===== config.mk =====
export PLATFORM = sky130hd
export DESIGN_NAME = rgb565_src_arbiter
export DESIGN_NICKNAME = d
export VERILOG_FILES = /design/src/rtl/rgb565_src_arbiter.sv
export SDC_FILE = /design/constraint.sdc
export NUM_CORES = 1
export LEC_CHECK = 0
export ABC_CLOCK_PERIOD_IN_PS = 3070
export CAP_MARGIN = 20
export CELL_PAD_IN_SITES_DETAIL_PLACEMENT = 0
export CELL_PAD_IN_SITES_GLOBAL_PLACEMENT = 1
export CORE_MARGIN = 3
export CORE_UTILIZATION = 29
export DETAILED_ROUTE_END_ITERATION = 6
export GPL_ROUTABILITY_DRIVEN = 0
export PLACE_DENSITY_LB_ADDON = 0.1
export SLEW_MARGIN = 20
export SYNTH_ARGS = -nofsm -noshare
export SYNTH_HDL_FRONTEND = slang
export SYNTH_SLANG_ARGS = --single-unit
export TNS_END_PERCENT = 10

===== constraint.sdc =====
create_clock -name i_clk -period 3.07 [get_ports i_clk]
set_clock_uncertainty 0.05 [all_clocks]
set_input_delay 0.614 -clock i_clk [delete_from_list [all_inputs] [get_ports i_clk]]
set_output_delay 0.614 -clock i_clk [all_outputs]
set_load 0.01 [all_outputs]

===== src/rtl/rgb565_src_arbiter.sv =====
// ---------------------------------------------------------------------------
// rgb565_src_arbiter
//
// Purpose
//   Two pixel sources (S0 = camera, S1 = overlay/GUI) share one
//   RGB888 -> RGB565 truncating converter. Arbitration is round-robin per
//   burst. A grant lasts until the granted source presents a beat with last=1,
//   or until BURST_MAX beats have been accepted. The converted pixel leaves
//   through a single registered valid/ready stage, tagged with its source id.
//
// Ports
//   i_clk, i_rst            clock, synchronous active-high reset
//   i_s0_valid/o_s0_ready   S0 handshake
//   i_s0_r/g/b, i_s0_last   S0 pixel (8 bits per channel) and end of burst
//   i_s1_*, o_s1_ready      same set for S1
//   o_valid/i_ready         output handshake
//   o_rgb565                {r[7:3], g[7:2], b[7:3]}
//   o_last                  last flag of the accepted source beat
//   o_src                   0 = S0, 1 = S1
//   o_busy                  high while a grant is held
//   o_dbg_state             arbiter state (0 idle, 1 grant S0, 2 grant S1)
//
// Handshake rule (both sides): a beat transfers on a rising edge where
// valid and ready are both high; a source holding valid without ready keeps
// its data stable; ready never depends combinationally on the same side's valid.
// ---------------------------------------------------------------------------
module rgb565_src_arbiter #(
    parameter int BURST_MAX = 64
) (
    input  logic        i_clk,
    input  logic        i_rst,
    input  logic        i_s0_valid,
    output logic        o_s0_ready,
    input  logic [7:0]  i_s0_r,
    input  logic [7:0]  i_s0_g,
    input  logic [7:0]  i_s0_b,
    input  logic        i_s0_last,
    input  logic        i_s1_valid,
    output logic        o_s1_ready,
    input  logic [7:0]  i_s1_r,
    input  logic [7:0]  i_s1_g,
    input  logic [7:0]  i_s1_b,
    input  logic        i_s1_last,
    output logic        o_valid,
    input  logic        i_ready,
    output logic [15:0] o_rgb565,
    output logic        o_last,
    output logic        o_src,
    output logic        o_busy,
    output logic [1:0]  o_dbg_state
);

    localparam int CW = $clog2(BURST_MAX + 1);
    // Count value at which the next accepted beat is the BURST_MAX-th one.
    localparam logic [CW-1:0] CNT_LAST = CW'(BURST_MAX - 1);

    typedef enum logic [1:0] {
        S_IDLE   = 2'd0,
        S_GRANT0 = 2'd1,
        S_GRANT1 = 2'd2
    } state_t;

    state_t          r_state;
    logic [CW-1:0]   r_count;
    logic            r_last_served;
    logic            r_valid;
    logic [15:0]     r_rgb565;
    logic            r_last;
    logic            r_src;

    logic            w_out_free;
    logic            w_s0_ready;
    logic            w_s1_ready;
    logic            w_accept;
    logic [7:0]      w_r;
    logic [7:0]      w_g;
    logic [7:0]      w_b;
    logic            w_sel_last;
    logic            w_burst_end;

    // Output stage can take a new beat when empty or draining this cycle.
    assign w_out_free  = !r_valid || i_ready;
    assign w_s0_ready  = (r_state == S_GRANT0) && w_out_free;
    assign w_s1_ready  = (r_state == S_GRANT1) && w_out_free;
    assign w_accept    = (w_s0_ready && i_s0_valid) || (w_s1_ready && i_s1_valid);

    assign w_r         = (r_state == S_GRANT1) ? i_s1_r : i_s0_r;
    assign w_g         = (r_state == S_GRANT1) ? i_s1_g : i_s0_g;
    assign w_b         = (r_state == S_GRANT1) ? i_s1_b : i_s0_b;
    assign w_sel_last  = (r_state == S_GRANT1) ? i_s1_last : i_s0_last;
    assign w_burst_end = w_sel_last || (r_count == CNT_LAST);

    always_ff @(posedge i_clk) begin
        if (i_rst) begin
            r_state       <= S_IDLE;
            r_count       <= '0;
            r_last_served <= 1'b1;
            r_valid       <= 1'b0;
            r_rgb565      <= 16'h0000;
            r_last        <= 1'b0;
            r_src         <= 1'b0;
        end else begin
            // Output register: capture on accept, otherwise drain on ready.
            if (w_accept) begin
                r_valid  <= 1'b1;
                r_rgb565 <= {w_r[7:3], w_g[7:2], w_b[7:3]};
                r_last   <= w_sel_last;
                r_src    <= (r_state == S_GRANT1);
            end else if (i_ready) begin
                r_valid  <= 1'b0;
            end

            unique case (r_state)
                S_IDLE: begin
                    r_count <= '0;
                    // Tie goes to the source that was not served last.
                    if (i_s0_valid && (!i_s1_valid || r_last_served)) begin
                        r_state <= S_GRANT0;
                    end else if (i_s1_valid) begin
                        r_state <= S_GRANT1;
                    end
                end
                S_GRANT0, S_GRANT1: begin
                    if (w_accept) begin
                        if (w_burst_end) begin
                            r_state       <= S_IDLE;
                            r_count       <= '0;
                            r_last_served <= (r_state == S_GRANT1);
                        end else begin
                            r_count <= r_count + CW'(1);
                        end
                    end
                end
                default: begin
                    r_state <= S_IDLE;
                    r_count <= '0;
                end
            endcase
        end
    end

    assign o_s0_ready  = w_s0_ready;
    assign o_s1_ready  = w_s1_ready;
    assign o_valid     = r_valid;
    assign o_rgb565    = r_rgb565;
    assign o_last      = r_last;
    assign o_src       = r_src;
    assign o_busy      = (r_state != S_IDLE);
    assign o_dbg_state = r_state;

endmodule


==> summary.md, run 1 <==
| Metric | Value |
|---|---|
| Die Footprint | 5780 um^2 |
| Initial DRT Pass Iterations | 4 |
| DR WL/cell | 13.1 um |
| CTS buffer count | 5 |
| Post-CTS setup buffers | 0 |
| Max frequency | 372 MHz |
| Via-per-instance ratio | 4.69 |
| Hold buffers post-CTS | 0 |
| Worst VDD drop | 0.289 mV |
| Initial core utilization | 31.4% |
| Syn Std Cell Area | 1420 um^2 |
| DIE WIDTH | 76.0 um |
| Detailed Route Iter0 Violations | 64 |
| Startpoint types | input port |
| Area growth, synth to finish | 54.2% |
| Crit. End Element | primary output |
| DR vias | 1,308 |
| Critical path type | input port to primary output |
| CP required | 2410 ps |
| Pre-CTS WS | 394 ps |
| Vias in the first global route | 1,301 |
| Io pins | 79 |
| DRC viols | 0 |
| Post-route ant nets | 0 |
| Port Buffers | 62 |
| Yosys cell types | 37 |
| Setup TNS Final | 0 ps |
| Slew Limit Fails | 0 |
| Endpoints failing setup | 0 |
| Sequential fraction of the synthesis area | 40.8% |
| Commonest non-fill, non-tap cells in the layout | clkdlybuf4s50_1, dfxtp_1, nor2_1, mux2i_1, a211oi_1 |
| CTS max path bufs | 2 |
| Syn nets | 208 |
| Final WL | 3660 um |
| Worst-Margin Slew | 527 ps |
| Power per Cell Area | 767 nW/um^2 |
| First-pass GRT wire length | 6340 um |
| Hold WS | 411 ps |
| Total GRT Usage | 13.5% |
| Critical path arrival | 2020 ps |
| YS warnings | 0 |
| H-tree depth | 2 |
| Hold crit path type | flip-flop to flip-flop |
| Share of layout cells above drive strength 1 | 8.88% |
| Ant diodes | 0 |
| Post-Syn Instances | 149 |
| Nets | 272 |
| Register bit total from synthesis | 29 |
| Final Cycle Share | 87.5% |
| Crit path time final | 2690 ps |
| Final worst-path setup slack | 384 ps |
| Clk root buf | clkbuf_8 |
| CORE AREA | 4530 um^2 |
| Initial antenna violation count | 0 |
| CP max FO | 5 |
| # resized after CTS | 0 |
| Largest net degree at the start of global routing | 39 |
| Status | finished clean |
| Worst-Skew Late Latency | 280 ps |
| Clk pin slew, worst setup/hold paths | 60 ps |
| Post-detail-place hpwl | 2750 um |
| # rows | 24 |
| Commonest non-fill, non-tap cell in the layout | clkdlybuf4s50_1 |
| LEAKAGE | 0.731 nW |
| RSZ-0062 raised after global routing | false |
| Clock Sinks | 29 |
| CTS tree | yes |
| Max-Cap Viols | 0 |
| Hold Fails Final Rpt | 0 |
| Max-Slew Margin vs Limit | 64.7% |
| Grt ovf | 0 |
| Finished Core Util | 48.4% |
| Average cell area after synthesis | 9.55 um^2 |
| Die Y | 76.0 um |
-- cells by family after synthesis --
family,Yosys count,share of synthesized area [%]
xor gates and xnor gates,5,3.08
muxes,17,12.8
AOI/OAI and AO/OA,35,19.8
adders and majority gates,4,3.52
and+or+nand+nor,45,14.5
DFF,29,40.8
buffers and inverters,14,5.45
-- Yosys cell counts (all sizes together) --
library cell | instances | area, um^2
a211oi | 17 | 133
a21boi | 1 | 7.51
a21oi | 2 | 10.0
a221oi | 1 | 15.0
a22o | 1 | 8.76
a22oi | 1 | 12.5
a311oi | 1 | 8.76
a32o | 1 | 10.0
and2 | 1 | 6.26
buf | 6 | 47.5
clkbuf | 2 | 7.51
dfxtp | 29 | 581
ha | 4 | 50.1
inv | 6 | 22.5
mux2i | 17 | 183
nand2 | 7 | 26.3
nand2b | 1 | 6.26
nand3 | 5 | 30.0
nor2 | 25 | 96.4
nor2b | 2 | 12.5
nor3 | 1 | 5.00
nor4 | 1 | 6.26
nor4b | 2 | 17.5
o211ai | 1 | 7.51
o21ai | 6 | 33.8
o311ai | 2 | 17.5
o31a | 1 | 17.5
xnor2 | 4 | 35.0
xor2 | 1 | 8.76
-- routing by layer --
metal / GRT usage (%) / share of wire, % / vias up / routed length (um)
met1: 16.9 / 45 / 578 / 1630
li1: - / - / 669 / -
met2: 20.3 / 46 / 55 / 1670
met3: 6.38 / 8.3 / 6 / 304
met5: 0 / 0 / - / 0
met4: 4.35 / 1.4 / 0 / 51
-- cell type report --
class	count	area (um^2)
multi-input cells	106	764
repair buffers	65	643
clock inverters	1	5.00
flip-flops and latches	29	581
well taps	65	81.3
clock buffers	7	96.3
inverters	6	22.5
fillers	448	2340
-- final timing paths --
path,startpoint,to,slack (ps),depth (start not counted)
setup / recovery,i_ready,o_s0_ready,380,4
hold / removal,r_count[6],r_count[6],410,2
setup reg to reg,o_dbg_state[0],o_rgb565[12],1020,8
hold reg to reg,r_count[6],r_count[6],410,2
-- stage by stage --
step	cell area, um^2	total power, mW	instances
after global routing	2190	1.81	279
final	2190	1.68	279
after detailed placement	2090	1.35	271
after floorplan	1420	1.02	149
after CTS	2190	1.71	279
after global placement	2090	1.34	271
-- power breakdown --
group	total [mW]	internal (mW)	switching [mW]	leakage (nW)
sequential	0.524	0.473	0.0511	0.236
combinational	0.811	0.418	0.393	0.441
clock	0.346	0.202	0.144	0.0542
total	1.68	1.09	0.588	0.731
-- worst max-delay path, stage by stage --
cell and delay, ps:
clkdlybuf4s50_1 470, nand2b_1 210, and2_1 180, clkdlybuf4s50_1 540
-- registers in the layout, summed over array words and instances, names as in the netlist --
name and count:
o_dbg_state 2, o_last 1, o_rgb565 16, o_src 1, o_valid 1, r_count 7, r_last_served 1
No activity file was read; power rests on OpenSTA's default activity.
==> run 2: changes to the inputs <==
--- a/config.mk
+++ b/config.mk
@@ -5,7 +5,6 @@
 export SDC_FILE = /design/constraint.sdc
 export NUM_CORES = 1
 export LEC_CHECK = 0
-export ABC_CLOCK_PERIOD_IN_PS = 3070
 export CAP_MARGIN = 20
 export CELL_PAD_IN_SITES_DETAIL_PLACEMENT = 0
 export CELL_PAD_IN_SITES_GLOBAL_PLACEMENT = 1
==> results of run 2 <==
Final layout, timing and power as in run 1 (identical DEF).
